==> src/rtl/vscpu_pkg.sv <==
// Shared constants and loader state encoding for the vscpu boot path.
package vscpu_pkg;

    localparam int ADDR_LEN_DEFAULT = 14;
    localparam int HDR_W            = 16;

    typedef enum logic [2:0] {
        S_HDR_HI,
        S_HDR_LO,
        S_DATA,
        S_WRITE,
        S_CSUM,
        S_DONE,
        S_ERR
    } loader_state_e;

endpackage

==> src/rtl/loader_word_packer.sv <==
// Packs accepted bytes MSB-first into a 32-bit word; word_valid_o flags the 4th byte of a word.
module loader_word_packer (
    input  logic        clk,
    input  logic        rst,
    input  logic        clear_i,
    input  logic        byte_valid_i,
    input  logic [7:0]  byte_i,
    output logic [31:0] word_o,
    output logic        word_valid_o
);

    logic [1:0]  byte_idx_q;
    logic [31:0] shift_q;

    always_ff @(posedge clk or negedge rst) begin
        if (!rst) begin
            byte_idx_q <= 2'd0;
            shift_q    <= 32'd0;
        end else if (clear_i) begin
            byte_idx_q <= 2'd0;
            shift_q    <= 32'd0;
        end else if (byte_valid_i) begin
            byte_idx_q <= byte_idx_q + 2'd1;
            shift_q    <= {shift_q[23:0], byte_i};
        end
    end

    // The full word is held in shift_q from the cycle after the 4th byte onward.
    assign word_valid_o = byte_valid_i & (byte_idx_q == 2'd3);
    assign word_o       = shift_q;

endmodule

==> src/rtl/program_loader.sv <==
// Boot loader: streams a length-prefixed program into RAM, then releases the CPU and hands it the RAM port.
// Optional trailing XOR checksum byte is enabled by defining PROGRAM_LOADER_CHECKSUM_EN.
module program_loader
    import vscpu_pkg::*;
#(
    parameter int ADDR_LEN = ADDR_LEN_DEFAULT
) (
    input  logic                clk,
    input  logic                rst,
    input  logic [7:0]          rx_data,
    input  logic                rx_valid,
    output logic                rx_ready,
    input  logic                reload,
    output logic                cpu_rst,
    input  logic                cpu_wrEn,
    input  logic [ADDR_LEN-1:0] cpu_addr,
    input  logic [31:0]         cpu_data,
    output logic                ram_wrEn,
    output logic [ADDR_LEN-1:0] ram_addr,
    output logic [31:0]         ram_data,
    output logic                load_done,
    output logic                load_err,
    output logic [ADDR_LEN:0]   words_loaded
);

    localparam logic [31:0] DEPTH = 32'd1 << ADDR_LEN;
`ifdef PROGRAM_LOADER_CHECKSUM_EN
    localparam loader_state_e S_FINAL = S_CSUM;
`else
    localparam loader_state_e S_FINAL = S_DONE;
`endif

    loader_state_e     state_q, state_d;
    logic [HDR_W-1:0]  n_q, n_d;
    logic [ADDR_LEN:0] widx_q, widx_d;
`ifdef PROGRAM_LOADER_CHECKSUM_EN
    logic [7:0]        csum_q, csum_d;
`endif

    logic              accept;
    logic              word_valid;
    logic [31:0]       word;
    logic [HDR_W-1:0]  hdr_n;
    logic              last_word;

    assign accept    = rx_valid & rx_ready;
    assign hdr_n     = {n_q[HDR_W-1:8], rx_data};
    assign last_word = (32'(widx_q) + 32'd1) == 32'(n_q);

    loader_word_packer u_packer (
        .clk          (clk),
        .rst          (rst),
        .clear_i      (state_q == S_HDR_HI),
        .byte_valid_i (accept && (state_q == S_DATA)),
        .byte_i       (rx_data),
        .word_o       (word),
        .word_valid_o (word_valid)
    );

    always_ff @(posedge clk or negedge rst) begin
        if (!rst) begin
            state_q <= S_HDR_HI;
            n_q     <= '0;
            widx_q  <= '0;
`ifdef PROGRAM_LOADER_CHECKSUM_EN
            csum_q  <= 8'd0;
`endif
        end else begin
            state_q <= state_d;
            n_q     <= n_d;
            widx_q  <= widx_d;
`ifdef PROGRAM_LOADER_CHECKSUM_EN
            csum_q  <= csum_d;
`endif
        end
    end

    // rx_ready is gated by rst so the stream is never acknowledged while reset is held.
    always_comb begin
        state_d   = state_q;
        n_d       = n_q;
        widx_d    = widx_q;
`ifdef PROGRAM_LOADER_CHECKSUM_EN
        csum_d    = csum_q;
`endif
        rx_ready  = 1'b0;
        cpu_rst   = 1'b1;
        ram_wrEn  = 1'b0;
        ram_addr  = '0;
        ram_data  = 32'd0;
        load_done = 1'b0;
        load_err  = 1'b0;

        case (state_q)
            S_HDR_HI: begin
                rx_ready = rst;
                widx_d   = '0;
`ifdef PROGRAM_LOADER_CHECKSUM_EN
                csum_d   = 8'd0;
`endif
                if (accept) begin
                    n_d[HDR_W-1:8] = rx_data;
                    state_d        = S_HDR_LO;
                end
            end
            S_HDR_LO: begin
                rx_ready = rst;
                if (accept) begin
                    n_d = hdr_n;
                    if (hdr_n == '0)
                        state_d = S_FINAL;
                    else if (32'(hdr_n) > DEPTH)
                        state_d = S_ERR;
                    else
                        state_d = S_DATA;
                end
            end
            S_DATA: begin
                rx_ready = rst;
                if (accept) begin
`ifdef PROGRAM_LOADER_CHECKSUM_EN
                    csum_d = csum_q ^ rx_data;
`endif
                    if (word_valid)
                        state_d = S_WRITE;
                end
            end
            S_WRITE: begin
                ram_wrEn = 1'b1;
                ram_addr = widx_q[ADDR_LEN-1:0];
                ram_data = word;
                widx_d   = widx_q + {{ADDR_LEN{1'b0}}, 1'b1};
                state_d  = last_word ? S_FINAL : S_DATA;
            end
`ifdef PROGRAM_LOADER_CHECKSUM_EN
            S_CSUM: begin
                rx_ready = rst;
                if (accept)
                    state_d = (rx_data == csum_q) ? S_DONE : S_ERR;
            end
`endif
            S_DONE: begin
                cpu_rst   = 1'b0;
                load_done = 1'b1;
                ram_wrEn  = cpu_wrEn;
                ram_addr  = cpu_addr;
                ram_data  = cpu_data;
                if (reload) begin
                    state_d = S_HDR_HI;
                    widx_d  = '0;
                end
            end
            S_ERR: begin
                load_err = 1'b1;
            end
            default: begin
                state_d = S_ERR;
            end
        endcase
    end

    assign words_loaded = widx_q;

endmodule

==> config.mk <==
export PLATFORM = sky130hd
export DESIGN_NAME = program_loader
export DESIGN_NICKNAME = d
export VERILOG_FILES = /design/src/rtl/vscpu_pkg.sv /design/src/rtl/loader_word_packer.sv /design/src/rtl/program_loader.sv
export SDC_FILE = /design/constraint.sdc
export NUM_CORES = 1
export LEC_CHECK = 0
export ABC_AREA = 1
export CAP_MARGIN = 15
export CORE_MARGIN = 5
export CORE_UTILIZATION = 25
export DETAILED_ROUTE_END_ITERATION = 7
export DONT_BUFFER_PORTS = 1
export GPL_TIMING_DRIVEN = 0
export PLACE_DENSITY = 0.39
export SETUP_SLACK_MARGIN = 0.15
export SLEW_MARGIN = 30
export SYNTH_ARGS = -nofsm -noshare
export SYNTH_HDL_FRONTEND = slang
export SYNTH_SLANG_ARGS = --single-unit
==> constraint.sdc <==
create_clock -name clk -period 2.7 [get_ports clk]
set_clock_uncertainty 0.05 [all_clocks]
set_input_delay 0.675 -clock clk [delete_from_list [all_inputs] [get_ports clk]]
set_output_delay 0.675 -clock clk [all_outputs]
set_load 0.02 [all_outputs]
==> results.yml, run 1 <==
layout:
  drive_gt1_share_pct: 16.2
  layout.cells.non_filler: 759
  diodes: 0
  multi_input_area_um2: 2130
  fillers: 1657
  area_growth_syn_to_layout_pct: 26.8
  nets: 604
  seq_area_um2: 1710
global_route:
  grt_use_total_pct: 15.6
  grt_pass1_wl_mm: 21.9
  antenna_found_initial: 0
  grt_max_degree: 69
  grt_remaining_overflow: 0
  first_global_vias: 3712
pwr:
  p_leak_nw: 2.26
  p_per_area_nw_per_um2: 854
  vdd_drop_max_v: 0.000314
sta:
  maxSlewViolCount: 0
  hold_viol: 0
  tightest_slew_ps: 512
  fin_ws_ps: 275
  fin_hold_ws_ps: 168
  fin_crit_sh_pct: 89.8
  period_minus_slack_ps: 2430
  setup_viol: 0
  rsz0062_at_grt: "false"
  fin_tns_setup_ps: 0
  slew_headroom_pct: 65.8
  max_freq_mhz: 412
die:
  rows: 45
  start_util_pct: 25.7
  die_y_um: 136
  pin_count: 125
  die_x_um: 136
  coreArea_um2: 15300
  dieArea_um2: 18400
synth:
  yosysWarnings: 0
  syn_inst: 529
  synth_seq_area_share_pct: 43.2
  syn_area_per_cell_um2: 7.44
  ys_types: 32
  ys_seq_elements: 68
  synth_fp_nets: 590
  synth.cell_area_um2: 3940
placed_design:
  pre_cts_ws_ps: -288
  dp_cells: 740
  hpwl_mm: 10.4
  port-buffer-count: 0
  gp_congestion: 0.809
clock_network:
  numCtsBuffers: 9
  cts_sinks: 68
  clock_latency_ps: 330
  cts_max_level: 3
  cts_tree: "built"
  root_buffer: "clkbuf_16"
  clk_pin_slew_worst_paths_ps: 60
  cts_buffer_depth: 2
job:
  maxCapViolCount: 0
detailed_routing:
  wl_per_cell_um: 18.3
  dr.pass1.iters: 4
  remaining_drc_errors: 0
  post_drt_via_cell_ratio: 4.71
  ant_nets: 0
  first_iter_violations: 199
  vias: 3574
  wl_mm: 13.9
min_path:
  min_path_type: "in2async"
setup_path:
  path_max_fanout: 10
  timing.critical_path.from_type: "register"
  critPathKind: "reg2out"
  crit_required_ps: 1980
  crit_path_end_kind: "output port"
  arrival_ps: 1700
outcome:
  outcome: "completed"
-- worst paths after layout --
kind                                startpoint                   to  slack (ps)  depth (start not counted)
max                                 state_q[1]          ram_data[8]         270                          7
min                                        rst      words_loaded[4]         170                          1
max reg2reg                    words_loaded[0]           state_q[0]         410                         13
min reg2reg                u_packer.word_o[23]  u_packer.word_o[23]         440                          2
max in group asynchronous                  rst           state_q[1]        2100                          1
min in group clk                    rx_data[4]   u_packer.word_o[4]         430                          2
-- logic make-up (layout without fill, tap and decap cells) --
group	after synthesis	after routing	share of synthesized area [%]
adders and majority gates	2	2	0.635
DFF	68	68	43.2
AOI/OAI and AO/OA	120	120	18.6
xor gates and xnor gates	4	4	1.24
and+or+nand+nor	229	229	25.0
buffers and inverters	106	125	11.3
-- layout make-up --
| class | instances | share of cell area (%) |
|---|---|---|
| multi-input combinational | 355 | 42.7 |
| clock inverter | 5 | 1.50 |
| inverter | 85 | 6.39 |
| buffer | 21 | 4.24 |
| sequential | 68 | 34.2 |
| tap | 211 | 5.29 |
| timing repair buffer | 3 | 0.852 |
| clock buffer | 11 | 4.86 |
-- repair_timing --
action,CTS,global route
pin swaps,1,2
setup endpoints to repair,41,42
hold buffers,1,0
setup buffers,1,1
resized for setup,119,10
endpoints found under the hold margin,68,0
-- stage by stage --
step	power, mW	utilization [%]	area, µm²
global placement	2.83	27.4	4200
floorplan	2.50	-	3940
detailed placement	2.85	27.4	4200
global route	4.59	32.6	4990
finish	4.26	32.6	4990
CTS	4.31	32.4	4960
-- cells in the final DEF (no fill, tap or decap), types with 2 or more instances in the layout --
| master | Yosys | layout |
|---|---|---|
| nand2_1 | 141 | 140 |
| inv_1 | 81 | 81 |
| dfrtp_1 | 68 | 64 |
| nor2_1 | 40 | 39 |
| o21ai_4 | 0 | 26 |
| o22ai_1 | 25 | 25 |
| o21ai_0 | 59 | 25 |
| nand3_1 | 22 | 22 |
| a22oi_1 | 18 | 18 |
| a22o_1 | 13 | 13 |
| clkbuf_16 | 0 | 11 |
| nand4_1 | 10 | 10 |
| o21ai_2 | 0 | 8 |
| buf_6 | 4 | 7 |
| buf_4 | 3 | 6 |
| nand3b_1 | 6 | 6 |
| inv_2 | 4 | 4 |
| nor2_4 | 2 | 4 |
| dfrtp_2 | 0 | 4 |
| clkinv_2 | 0 | 3 |
| clkbuf_4 | 0 | 2 |
| clkbuf_2 | 0 | 2 |
| clkbuf_8 | 0 | 2 |
| clkbuf_1 | 8 | 2 |
| nor3_1 | 2 | 2 |
| a21oi_1 | 2 | 2 |
| buf_2 | 4 | 2 |
| xor2_1 | 2 | 2 |
| ha_1 | 2 | 2 |
| bufinv_16 | 0 | 2 |
-- state kept, by name, indices dropped and copies added, names as in the netlist --
signal and cells:
u_packer.word_o 32, n_q 16, u_packer.byte_idx_q 2, state_q 3
words_loaded 15
-- power by group --
part	total [mW]	switching [mW]	internal [mW]
Combinational	1.22	0.805	0.412
Clock	1.27	0.445	0.829
Sequential	1.77	0.454	1.32
Total	4.26	1.70	2.56
-- layer usage --
metal / vias to the layer above / wire length (µm) / global-route usage, %
met3: 4 / 874 / 4.27
met2: 102 / 6460 / 25.1
met1: 1699 / 6510 / 20.8
met5: - / 0 / 0
li1: 1769 / - / -
met4: 0 / 70 / 3.47
-- worst max-delay path, stage by stage (launching register included) --
cell     delay [ps]
dfrtp_2         440
nor2_1          140
inv_1            80
nor2_4          130
buf_6           170
buf_6           180
nand2_1         110
o21ai_4         110
-- Yosys cell counts, drive strengths merged --
cell type | n | area, µm²
buf | 13 | 95.1
nand3 | 22 | 110
dfrtp | 68 | 1700
nand3b | 6 | 45.0
and2 | 1 | 6.26
a22oi | 18 | 135
ha | 2 | 25.0
inv | 85 | 319
clkbuf | 8 | 30.0
nor3 | 2 | 10.0
o21ai | 60 | 300
a21oi | 2 | 10.0
nand2 | 142 | 549
or2 | 1 | 6.26
o22ai | 25 | 156
a22o | 13 | 114
xnor3 | 1 | 22.5
a31oi | 1 | 6.26
o211a | 1 | 10.0
nor2 | 44 | 185
xor2 | 2 | 17.5
nand4 | 10 | 62.6
xnor2 | 1 | 8.76
and3 | 1 | 11.3
No activity file was read; power rests on OpenSTA's default activity.
==> run 2, diff against run 1 <==
--- a/config.mk
+++ b/config.mk
@@ -8,11 +8,11 @@
 export ABC_AREA = 1
 export CAP_MARGIN = 15
 export CORE_MARGIN = 5
-export CORE_UTILIZATION = 25
+export CORE_UTILIZATION = 28
 export DETAILED_ROUTE_END_ITERATION = 7
 export DONT_BUFFER_PORTS = 1
 export GPL_TIMING_DRIVEN = 0
-export PLACE_DENSITY = 0.39
+export PLACE_DENSITY = 0.42
 export SETUP_SLACK_MARGIN = 0.15
 export SLEW_MARGIN = 30
 export SYNTH_ARGS = -nofsm -noshare
==> constraint.sdc (replaced) <==
create_clock -name clk -period 2.4 [get_ports clk]
set_clock_uncertainty 0.05 [all_clocks]
set_input_delay 0.6 -clock clk [delete_from_list [all_inputs] [get_ports clk]]
set_output_delay 0.6 -clock clk [all_outputs]
set_load 0.02 [all_outputs]
==> run 2 against run 1 <==
  * The run now ends with negative hold slack left
  * Count of clock-buffer cells in the layout decreased by 2
  * Sequential cell count unchanged
  * Combinational power increased by 21%
  * Hold slack got worse by 260 ps
  * Largest power group unchanged
  * Highest routed layer unchanged
  * Design area increased by 13%
  * Sequential share of layout area decreased by 3.7 points
==> results.yml, run 2 (synthesized netlist as in run 1, its figures left out) <==
sta:
  max_freq_mhz: 437
  rsz0062_at_grt: "true"
  period_minus_slack_ps: 2290
  maxSlewViolCount: 0
  hold_viol: 68
  setup_viol: 0
  fin_tns_setup_ps: 0
  tightest_slew_ps: 471
  fin_ws_ps: 110
  fin_hold_ws_ps: -90.2
  slew_headroom_pct: 68.6
  fin_crit_sh_pct: 95.4
placed_design:
  gp_congestion: 0.834
  pre_cts_ws_ps: -520
  hpwl_mm: 10.0
  port-buffer-count: 0
  dp_cells: 709
layout:
  fin_util_pct: 40.6
  final_common_cell: "nand2_1"
  largest_reg_flops: 32
  drive_gt1_share_pct: 29.0
  fillers: 1383
  nets: 618
  diodes: 0
  area_growth_syn_to_layout_pct: 42.7
  layout_common_cells: "nand2_1 (110), inv_1 (78), dfrtp_1 (59)"
  layout.cells.non_filler: 742
die:
  start_util_pct: 28.5
  dieArea_um2: 16500
  die_x_um: 129
  coreArea_um2: 13800
  rows: 43
  pin_count: 125
  die_y_um: 129
detailed_routing:
  post_drt_via_cell_ratio: 5.05
  remaining_drc_errors: 0
  dr.pass1.iters: 4
  wl_per_cell_um: 19.6
  vias: 3744
  ant_nets: 0
  wl_mm: 14.5
  first_iter_violations: 218
global_route:
  antenna_found_initial: 0
  grt_remaining_overflow: 0
  first_global_vias: 3798
  grt_pass1_wl_mm: 21.6
  grt_use_total_pct: 17.1
  grt_max_degree: 70
outcome:
  failed_checks: "negative hold slack"
  outcome: "complete, but fails checks"
job:
  maxCapViolCount: 0
setup_path:
  timing.critical_path.from_type: "register"
  rrSetupSlack_ps: 290
  path_max_fanout: 5
  critPathKind: "reg2out"
  arrival_ps: 1640
  timing.rr.end: "u_packer.word_o[21]"
  r2r_cells: 12
  crit_path_end_kind: "output port"
  crit_required_ps: 1750
  reg2reg_from: "state_q[1]"
clock_network:
  root_buffer: "clkbuf_16"
  clock_latency_ps: 330
  cts_buffer_depth: 2
  cts_sinks: 68
  clk_pin_slew_worst_paths_ps: 60
  numCtsBuffers: 9
  cts_max_level: 3
  cts_tree: "built"
pwr:
  p_per_area_nw_per_um2: 884
  power_mw: 4.97
  p_leak_nw: 2.63
  vdd_drop_max_v: 0.000346
min_path:
  min_path_type: "in2async"
run 2: changes by cell type in the layout (fill, tap and decap cells not counted), moves of 6 or more:
| cell | change |
|---|---|
| o21ai_4 | +8 |
| o21ai_2 | -7 |
| nor2_1 | -6 |
| a22o_4 | +11 |
| buf_12 | +6 |
| a22o_1 | -12 |
| nand2_2 | +11 |
| nand2_1 | -30 |
| nand2_4 | +19 |
| buf_4 | +6 |
run 2: report_power, final:
| part | internal, mW | switching, mW |
|---|---|---|
| logic | 0.535 | 0.949 |
| registers | 1.49 | 0.541 |
| clock network | 0.915 | 0.538 |
| total | 2.94 | 2.03 |
run 2: per-stage QoR:
stage	instance area [µm²]	hold WS (ps)
floorplan	3940	254
global placement	4160	258
detailed placement	4160	259
CTS	5280	-109
global route	5620	-104
finish	5620	-90.2
run 2: worst max-delay path: stages (launching register included):
cell and delay [ps]:
dfrtp_2 400, inv_2 60, nor2_4 110, inv_2 50
nor2_4 160, buf_8 180, clkbuf_16 180, nand2_4 60
o21ai_4 100
run 2: area by class of cell:
class	count	area (µm²)	area share, %
timing repair buffer	17	223	3.96
inverter	85	319	5.68
tap	180	225	4.01
sequential	68	1710	30.5
multi-input combinational	355	2510	44.7
clock inverter	7	97.6	1.74
clock buffer	9	225	4.01
buffer	21	304	5.41
run 2: routing by layer:
metal / wire length [µm] / global-route usage [%] / up-vias
met5: 0 / 0 / -
met4: 260 / 4.82 / 0
met3: 879 / 4.36 / 20
met2: 7130 / 28.4 / 120
met1: 6280 / 22.3 / 1807
li1: - / - / 1797
run 2: worst max path at each step:
| stage | from | cells after the start | to |
|---|---|---|---|
| after detailed placement | state_q[0] | 6 | ram_data[20] |
| after global routing | state_q[0] | 8 | ram_data[9] |
| after floorplan | state_q[1] | 6 | ram_addr[0] |
| after global placement | state_q[1] | 6 | ram_data[20] |
| after CTS | state_q[1] | 7 | ram_data[27] |
| final | state_q[0] | 8 | ram_data[9] |
run 2: timing repair:
| action | in CTS | in global routing |
|---|---|---|
| setup buffers | 10 | 2 |
| gates cloned | 2 | 3 |
| endpoints found under the hold margin | 68 | 68 |
| endpoints found under the setup margin | 53 | 50 |
| pin swaps | 8 | 8 |
| gates resized for setup | 165 | 72 |
